[config.mk]
export PLATFORM = sky130hd
export DESIGN_NAME = clk_cmd_ctrl
export DESIGN_NICKNAME = d
export VERILOG_FILES = /design/src/rtl/clk_cmd_ctrl.sv
export SDC_FILE = /design/constraint.sdc
export NUM_CORES = 1
export LEC_CHECK = 0
export CORE_ASPECT_RATIO = 0.5
export CORE_UTILIZATION = 52
export DETAILED_ROUTE_END_ITERATION = 10
export PLACE_DENSITY = 0.77
export RECOVER_POWER = 50
export SYNTH_ARGS = -nofsm -noshare
export SYNTH_HDL_FRONTEND = slang
export SYNTH_SLANG_ARGS = --single-unit
[constraint.sdc]
create_clock -name clk -period 3.15 [get_ports clk]
set_input_delay 0.4725 -clock clk [delete_from_list [all_inputs] [get_ports clk]]
set_output_delay 0.4725 -clock clk [all_outputs]
set_load 0.02 [all_outputs]
[src/rtl/clk_cmd_ctrl.sv]
// Command sequencer for the mm:ss clock/alarm datapath.
// Parses "l"/"a" + four digits + CR from the UART, commits the digits one
// load strobe per cycle, gates the clock run enable, runs the alarm
// off/armed/triggered FSM and returns a one-byte ack to the UART tx path.
module clk_cmd_ctrl #(
   parameter int unsigned TIMEOUT_S = 5,
   parameter int unsigned TO_W      = 4,
   parameter logic [7:0]  ACK_OK    = 8'h4B,
   parameter logic [7:0]  ACK_ERR   = 8'h3F
) (
   input  logic       clk,
   input  logic       rst,
   input  logic       bu_rx_data_rdy,
   input  logic [7:0] bu_rx_data,
   input  logic       oneSecStrb,
   input  logic       did_alarmMatch,
   input  logic       tx_busy,
   output logic [7:0] dicLdVec,
   output logic [3:0] dicLdData,
   output logic       dicRun,
   output logic [1:0] dicAlarmState,
   output logic       L3_tx_data_rdy,
   output logic [7:0] L3_tx_data,
   output logic       cmd_err
);

   localparam logic [7:0] CH_L  = 8'h6C;
   localparam logic [7:0] CH_A  = 8'h61;
   localparam logic [7:0] CH_AT = 8'h40;
   localparam logic [7:0] CH_CR = 8'h0D;

   typedef enum logic [1:0] {IDLE, DIG, WAIT_CR, COMMIT} state_t;
   typedef enum logic [1:0] {AL_OFF = 2'b00, AL_ARMED = 2'b01, AL_TRIG = 2'b10} alarm_t;

   state_t          state_q, state_n;
   alarm_t          al_q, al_n;
   logic [1:0]      idx_q, idx_n;        // digit index while parsing, strobe index while committing
   logic            tgt_q, tgt_n;        // 0 = time registers, 1 = alarm registers
   logic [3:0][3:0] dig_q, dig_n;
   logic [TO_W-1:0] to_q, to_n;
   logic            pend_q;
   logic [7:0]      pend_byte_q;

   logic            ack_set;
   logic [7:0]      ack_val;
   logic            err_set;
   logic            abort;
   logic            at_toggle;
   logic            to_hit;
   logic            ack_have;
   logic [7:0]      ack_byte;

   // Tens positions only go to 5 (minutes and seconds both stop at 59).
   function automatic logic digit_ok(input logic [1:0] i, input logic [7:0] b);
      logic [7:0] lim;
      lim = i[0] ? 8'h39 : 8'h35;
      return (b >= 8'h30) && (b <= lim);
   endfunction

   assign to_hit = (TIMEOUT_S != 0) && oneSecStrb && (to_q == TO_W'(TIMEOUT_S - 1));
   assign dicAlarmState = al_q;

   // State registers for the command parser and the alarm FSM.
   always_ff @(posedge clk or negedge rst) begin
      if (!rst) begin
         state_q <= IDLE;
         al_q    <= AL_OFF;
         idx_q   <= 2'd0;
         tgt_q   <= 1'b0;
         dig_q   <= '0;
         to_q    <= '0;
      end else begin
         state_q <= state_n;
         al_q    <= al_n;
         idx_q   <= idx_n;
         tgt_q   <= tgt_n;
         dig_q   <= dig_n;
         to_q    <= to_n;
      end
   end

   // Next-state logic, load strobes, run gating and ack/error requests.
   always_comb begin
      state_n   = state_q;
      al_n      = al_q;
      idx_n     = idx_q;
      tgt_n     = tgt_q;
      dig_n     = dig_q;
      to_n      = to_q;
      ack_set   = 1'b0;
      ack_val   = ACK_OK;
      err_set   = 1'b0;
      abort     = 1'b0;
      at_toggle = 1'b0;
      dicLdVec  = 8'h00;
      dicLdData = 4'h0;
      dicRun    = (state_q == IDLE);
      case (state_q)
         IDLE: begin
            to_n = '0;
            if (bu_rx_data_rdy) begin
               if (bu_rx_data == CH_L || bu_rx_data == CH_A) begin
                  tgt_n   = (bu_rx_data == CH_A);
                  idx_n   = 2'd0;
                  state_n = DIG;
               end else if (bu_rx_data == CH_AT) begin
                  at_toggle = 1'b1;
                  ack_set   = 1'b1;
               end
            end
         end
         DIG: begin
            if (bu_rx_data_rdy) begin
               to_n = '0;
               if (digit_ok(idx_q, bu_rx_data)) begin
                  dig_n[idx_q] = bu_rx_data[3:0];
                  idx_n        = idx_q + 2'd1;
                  if (idx_q == 2'd3) state_n = WAIT_CR;
               end else begin
                  abort = 1'b1;
               end
            end else if (to_hit) begin
               abort = 1'b1;
            end else if (oneSecStrb) begin
               to_n = to_q + 1'b1;
            end
         end
         WAIT_CR: begin
            if (bu_rx_data_rdy) begin
               to_n = '0;
               if (bu_rx_data == CH_CR) begin
                  idx_n   = 2'd0;
                  state_n = COMMIT;
               end else begin
                  abort = 1'b1;
               end
            end else if (to_hit) begin
               abort = 1'b1;
            end else if (oneSecStrb) begin
               to_n = to_q + 1'b1;
            end
         end
         COMMIT: begin
            dicLdVec  = tgt_q ? (8'h08 >> idx_q) : (8'h80 >> idx_q);
            dicLdData = dig_q[idx_q];
            idx_n     = idx_q + 2'd1;
            if (idx_q == 2'd3) begin
               state_n = IDLE;
               ack_set = 1'b1;
            end
         end
         default: state_n = IDLE;
      endcase
      if (abort) begin
         state_n = IDLE;
         idx_n   = 2'd0;
         dig_n   = '0;
         to_n    = '0;
         err_set = 1'b1;
         ack_set = 1'b1;
         ack_val = ACK_ERR;
      end
      case (al_q)
         AL_OFF:   if (at_toggle) al_n = AL_ARMED;
         AL_ARMED: begin
            if (at_toggle) al_n = AL_OFF;
            else if (did_alarmMatch && oneSecStrb) al_n = AL_TRIG;
         end
         AL_TRIG:  if (at_toggle) al_n = AL_OFF;
         default:  al_n = AL_OFF;
      endcase
      ack_have = ack_set | pend_q;
      ack_byte = ack_set ? ack_val : pend_byte_q;
   end

   // Single-slot ack buffer: newest ack wins, launched as soon as tx is free.
   always_ff @(posedge clk or negedge rst) begin
      if (!rst) begin
         pend_q         <= 1'b0;
         pend_byte_q    <= 8'h00;
         L3_tx_data_rdy <= 1'b0;
         L3_tx_data     <= 8'h00;
         cmd_err        <= 1'b0;
      end else begin
         cmd_err <= err_set;
         if (ack_have && !tx_busy) begin
            L3_tx_data_rdy <= 1'b1;
            L3_tx_data     <= ack_byte;
            pend_q         <= 1'b0;
         end else begin
            L3_tx_data_rdy <= 1'b0;
            pend_q         <= ack_have;
            if (ack_have) pend_byte_q <= ack_byte;
         end
      end
   end

endmodule

Yosys cells after proc, flatten, opt, wreduce, memory -nomap -nowiden
Cells that the tools add are included.
W data, S select, Z words.

storage, ports and cells
  register bits = 46
  latch bits = 0
  RAM bits = 0
  bits in read-only memories = 0
  bits of input ports = 14
  output and inout bits = 25
  word-level logic and storage cells = 128
  memories kept = 0

cells by class
  $add $sub $neg = 2
  multipliers = 0
  divide/modulo/power cells = 0
  $lt $le $gt $ge = 4
  eq/ne operators = 24
  shifts and indexed selects = 2
  multiplexer cells = 59
  bitwise operators = 2
  reductions and logical operators = 21

operators with widths
  operator               count
  $mux W16               4
  $mux W2                20
  $mux W4                8
  $eq A8 B7 Y1 const B   3
  $mux W8                3
  $ne A3 B3 Y1 const B   7
  $bwmux W16             1
  $pmux W2 S4            2
  $mux W1                14
  $reduce_and A3 Y1      4
  $bmux W4 S2            1
  $demux W4 S2           1
  $eq A2 B2 Y1 const B   4
  $eq A8 B4 Y1 const B   1
  $ge A8 B6 Y1 const B   1
  $le A8 B6 Y1           1
  $pmux W4 S2            1
  $reduce_and A8 Y1      1
  $shr A4 B2 Y8 const A  1
  $shr A8 B2 Y8 const A  1
  $mux W7                1
  $pmux W2 S3            1
  $reduce_and A6 Y1      1
  $reduce_bool A2 Y1     3
  21 further kinds       29

Logic depth before layout (Yosys ltp)
  depth after elaboration = 11
  mapped depth = 9
  mapped depth without buffers = 7

Least setup slack after synthesis
OpenSTA, ideal clock, no wires.

  kind = register -> register
  start point = reg idx_q[0]
  end point = reg idx_q[0]
  setup time = 0.125 ns
  arrival time = 2.444 ns
  required time = 3.025 ns
  setup slack = 0.581 ns
  cell stages (with the launch flop) = 10
  buffers on the path = 2
  clock period less this slack = 2.569 ns
  cells stage by stage = dfrtp_1 clkbuf_1 inv_1 ha_1 o211a_1 a2111oi_4 o31a_2 buf_6 o221ai_2 mux2_2

on the way
  word-level cells in the longest chain between the ends = 8
  elaborated cells on any way between the ends = 18
  classes of those cells = add/sub (1); order compare (1); eq/ne (6); mux (8); reduce/logical (2)

RTL lines
  what                                                  line  RTL
  start, declared                                       37    logic [1:0] idx_q, idx_n;
  start signal, assigned                                75    idx_q <= idx_n;
  $mux W4                                               56    lim = i[0] ? 8'h39 : 8'h35;
  $le A8 B6 Y1                                          57    return (b >= 8'h30) && (b <= lim);
  $logic_and A1 B1 Y1                                   57
  $mux W1                                               115   if (digit_ok(idx_q, bu_rx_data)) begin
  $mux W1                                               113   if (bu_rx_data_rdy) begin
  $pmux W1 S2                                           98    case (state_q)
  $ne A3 B3 Y1 (no line), or another cell as far along  --
  $reduce_and A6 Y1 (no line)                           --

Several ways; a longest one is shown, not always the timed one. The select of a mux whose other input is x is not followed.
A chain may end at the register's enable or synchronous reset.

Worst setup path in the final report
  start point = reg state_q[1]
  end point = out dicLdVec[7]

on the way
  word-level cells in the longest chain between the ends = 2

RTL lines
  what                    line  RTL
  start, declared         35    state_t state_q, state_n;
  start signal, assigned  73    state_q <= state_n;
  $eq A2 B2 Y1            98
  $mux W8                 98
  end, declared           18    output logic [7:0] dicLdVec,

No other way between the ends.

==> results.yml <==
timing:
  fin_skew_ps: 9.835
  rsz0062_at_grt: "no"
  relSlewSlack_pct: -59.77
  setup_tns_ps: 0
  finalSetupViolCount: 0
  slew_viol_final: 47
  finalCriticalPeriod_ps: 2681
  fin_crit_sh_pct: 85.11
  hold_violations: 0
  max_freq_mhz: 373.0
  worstMarginPinSlew_ps: 2397
cells_and_area:
  drive_gt1_share_pct: 9.797
  area_growth_pct: 21.91
  final_cell_mix: "dfrtp_1, nor2_1, clkdlybuf4s50_1"
  diodes: 0
  nets: 322
  final_area_um2: 3209
  fillers: 369
  final_common_cell: "dfrtp_1"
flow_run:
  maxCapViolCount: 1
setup_path:
  cpMaxStageDelayCell: "clkdlybuf4s50_1"
  cp.required_ps: 2680
  r2r_cells: 7
  crit_buf_inv: 1
  worst-setup-path-type: "reg2out"
  reg2reg_from: "state_q[1]"
  crit_fanout: 11
  cpPeakStageDelay_ps: 630
  regToRegSetupSlack_ps: 600
  rr_endpoint: "L3_tx_data[1]"
  worstPathCellList: "ha_1, nand2_1, nor3_1, clkdlybuf4s50_1"
  worstPathArrival_ps: 2210
  crit_family: "buffers and inverters"
  crit_path_start_kind: "flop"
  critPathCaptureType: "primary output"
placed_design:
  port_buffers: 38
  place.gp.congestion: 0.8475
  hpwl_mm: 4.281
  placed_cell_area_um2: 3097
grt:
  grt_pass1_wl_mm: 9.632
  antenna_found_initial: 0
  overflow: 0
  gr-usage-all-layers_pct: 24.02
  grt_pass1_vias: 1999
  grt_max_degree: 47
clocking:
  cts_buffers: 5
  ctsResizeCount: 0
  cts_hold_buf: 0
  cts_sinks: 46
  path_clk_slew_ps: 90
  root_buffer: "clkbuf_8"
  cts_max_path_buffers: 2
  cts_setup_buffers: 0
  h-tree-depth: 2
  clk_latency_ps: 300
  cts_tree: "built"
die:
  ioPinCount: 39
  core_area_um2: 4616
  start_util_pct: 57.03
  rows: 17
  die_h_um: 52.31
  die_w_um: 102.6
  die_area_um2: 5368
routing:
  postRouteAntennaNets: 0
  vias: 2111
  routed_via_density: 5.831
  drc: 0
  drt-pass1-iter-count: 4
  routedWlPerCell_um: 15.85
  routed_wl_mm: 5.738
  first_iter_violations: 135
status:
  status: "finished, violations left"
  failed_checks: "capacitance limit, slew limit"
synthesis:
  syn_inst: 253
  netlist_area_um2: 2633
  seq_area_frac_synth_pct: 43.73
  synth_warnings: 0
  synth_cell_type_count: 56
  yosys_register_bits: 46
  synth_edf_count: 0
  syn_avg_cell_area_um2: 10.41
  syn-num-nets: 280
  synth_flop_cell: "dfrtp_1"
  async_reset_ff_share_pct: 100.0
power_and_ir_drop:
  vdd_ir_drop_max_mv: 0.4197
  power.density_nw_per_um2: 737.6
  leakagePower_uw: 0.001452
hold_path:
  hold_depth: 1
  hp-class: "reg2reg"
  worstHoldStart: "pend_byte_q[3]"
  min_to: "pend_byte_q[3]"
-- registers in the layout (all words and copies together) (netlist names) --
name	cells
L3_tx_data	8
dig_q	16
pend_byte_q	8
state_q	2
cmd_err	1
pend_q	1
L3_tx_data_rdy	1
idx_q	2
tgt_q	1
to_q	4
dicAlarmState	2
-- worst register-to-register path, cell delays in order, from the launching register on --
cell      delay [ps]
dfrtp_1          430
inv_1            110
ha_1             390
nand2_1           60
o2bb2a_1         310
or4_1            640
a41oi_2          320
o32a_1           220
-- where the power goes --
part           switching [µW]  internal (µW)
registers                 112            730
clock network             206            236
logic                     628            456
-- through the flow --
step | setup slack, ps | util, % | hold WS (ps) | power, µW | cells
floorplan | 581.0 | - | 176.9 | 1605 | 253
global placement | 375.1 | 67.09 | 441.9 | 1912 | 354
detailed placement | 275.8 | 67.09 | 447.5 | 1949 | 354
CTS | 473.6 | 69.56 | 372.6 | 2393 | 362
global route | 229.7 | 69.53 | 479.3 | 2530 | 362
finish | 469.1 | 69.53 | 466.9 | 2367 | 362
-- how the worst max path moves through the flow --
stage / start / depth (start not counted) / slack, ps / end
2_1_floorplan: idx_q[0] / 9 / 580 / idx_q[0]
3_3_place_gp: bu_rx_data[3] / 7 / 380 / L3_tx_data[1]
3_5_place_dp: bu_rx_data[3] / 7 / 280 / L3_tx_data[1]
4_1_cts: state_q[1] / 4 / 470 / dicLdVec[6]
5_1_grt: state_q[1] / 4 / 230 / dicLdVec[6]
6_report: state_q[1] / 4 / 470 / dicLdVec[7]
-- logic make-up (layout without fill, tap and decap cells) --
logic type      after synthesis  count (layout)  share of synthesized area (%)
fa+ha+maj                    13              13                          6.179
simple gates                 86              86                          17.25
buf+inv                      27              70                          4.467
flops                        46              46                          43.73
compound gates               58              58                          17.68
mux                          23              23                          10.69
-- cells in the mapped netlist (3+ instances only) --
cell	n	area [µm²]
ha_1	13	162.7
o22ai_1	4	25.02
nor3_1	5	25.02
a22o_1	7	61.31
a21oi_1	4	20.02
nand2b_1	8	50.05
mux2i_1	18	180.2
o32a_1	3	30.03
o211ai_1	5	37.54
a21o_1	4	30.03
inv_1	15	56.30
nor2_1	26	97.59
o21ai_0	8	40.04
nand4_1	4	25.02
o31ai_1	4	30.03
dfrtp_1	46	1151
and2_1	5	31.28
mux4_2	4	90.09
nand2_1	19	71.32
clkbuf_1	8	30.03
-- per-layer routing --
layer / part of all wire (%) / track usage, %
met1: 49 / 32.59
met2: 46 / 38.44
met3: 3.9 / 6.267
met4: 0.94 / 6.190
met5: 0 / 0
-- cell type report --
class | count | area, µm² | share of cell area [%]
multi-input combinational | 180 | 1364 | 42.50
sequential | 46 | 1151 | 35.87
timing repair buffer | 47 | 441.7 | 13.76
tap | 66 | 82.58 | 2.573
clock buffer | 5 | 68.82 | 2.144
inverter | 15 | 56.30 | 1.754
clock inverter | 3 | 45.04 | 1.404
(Power assumes the default switching activity.)
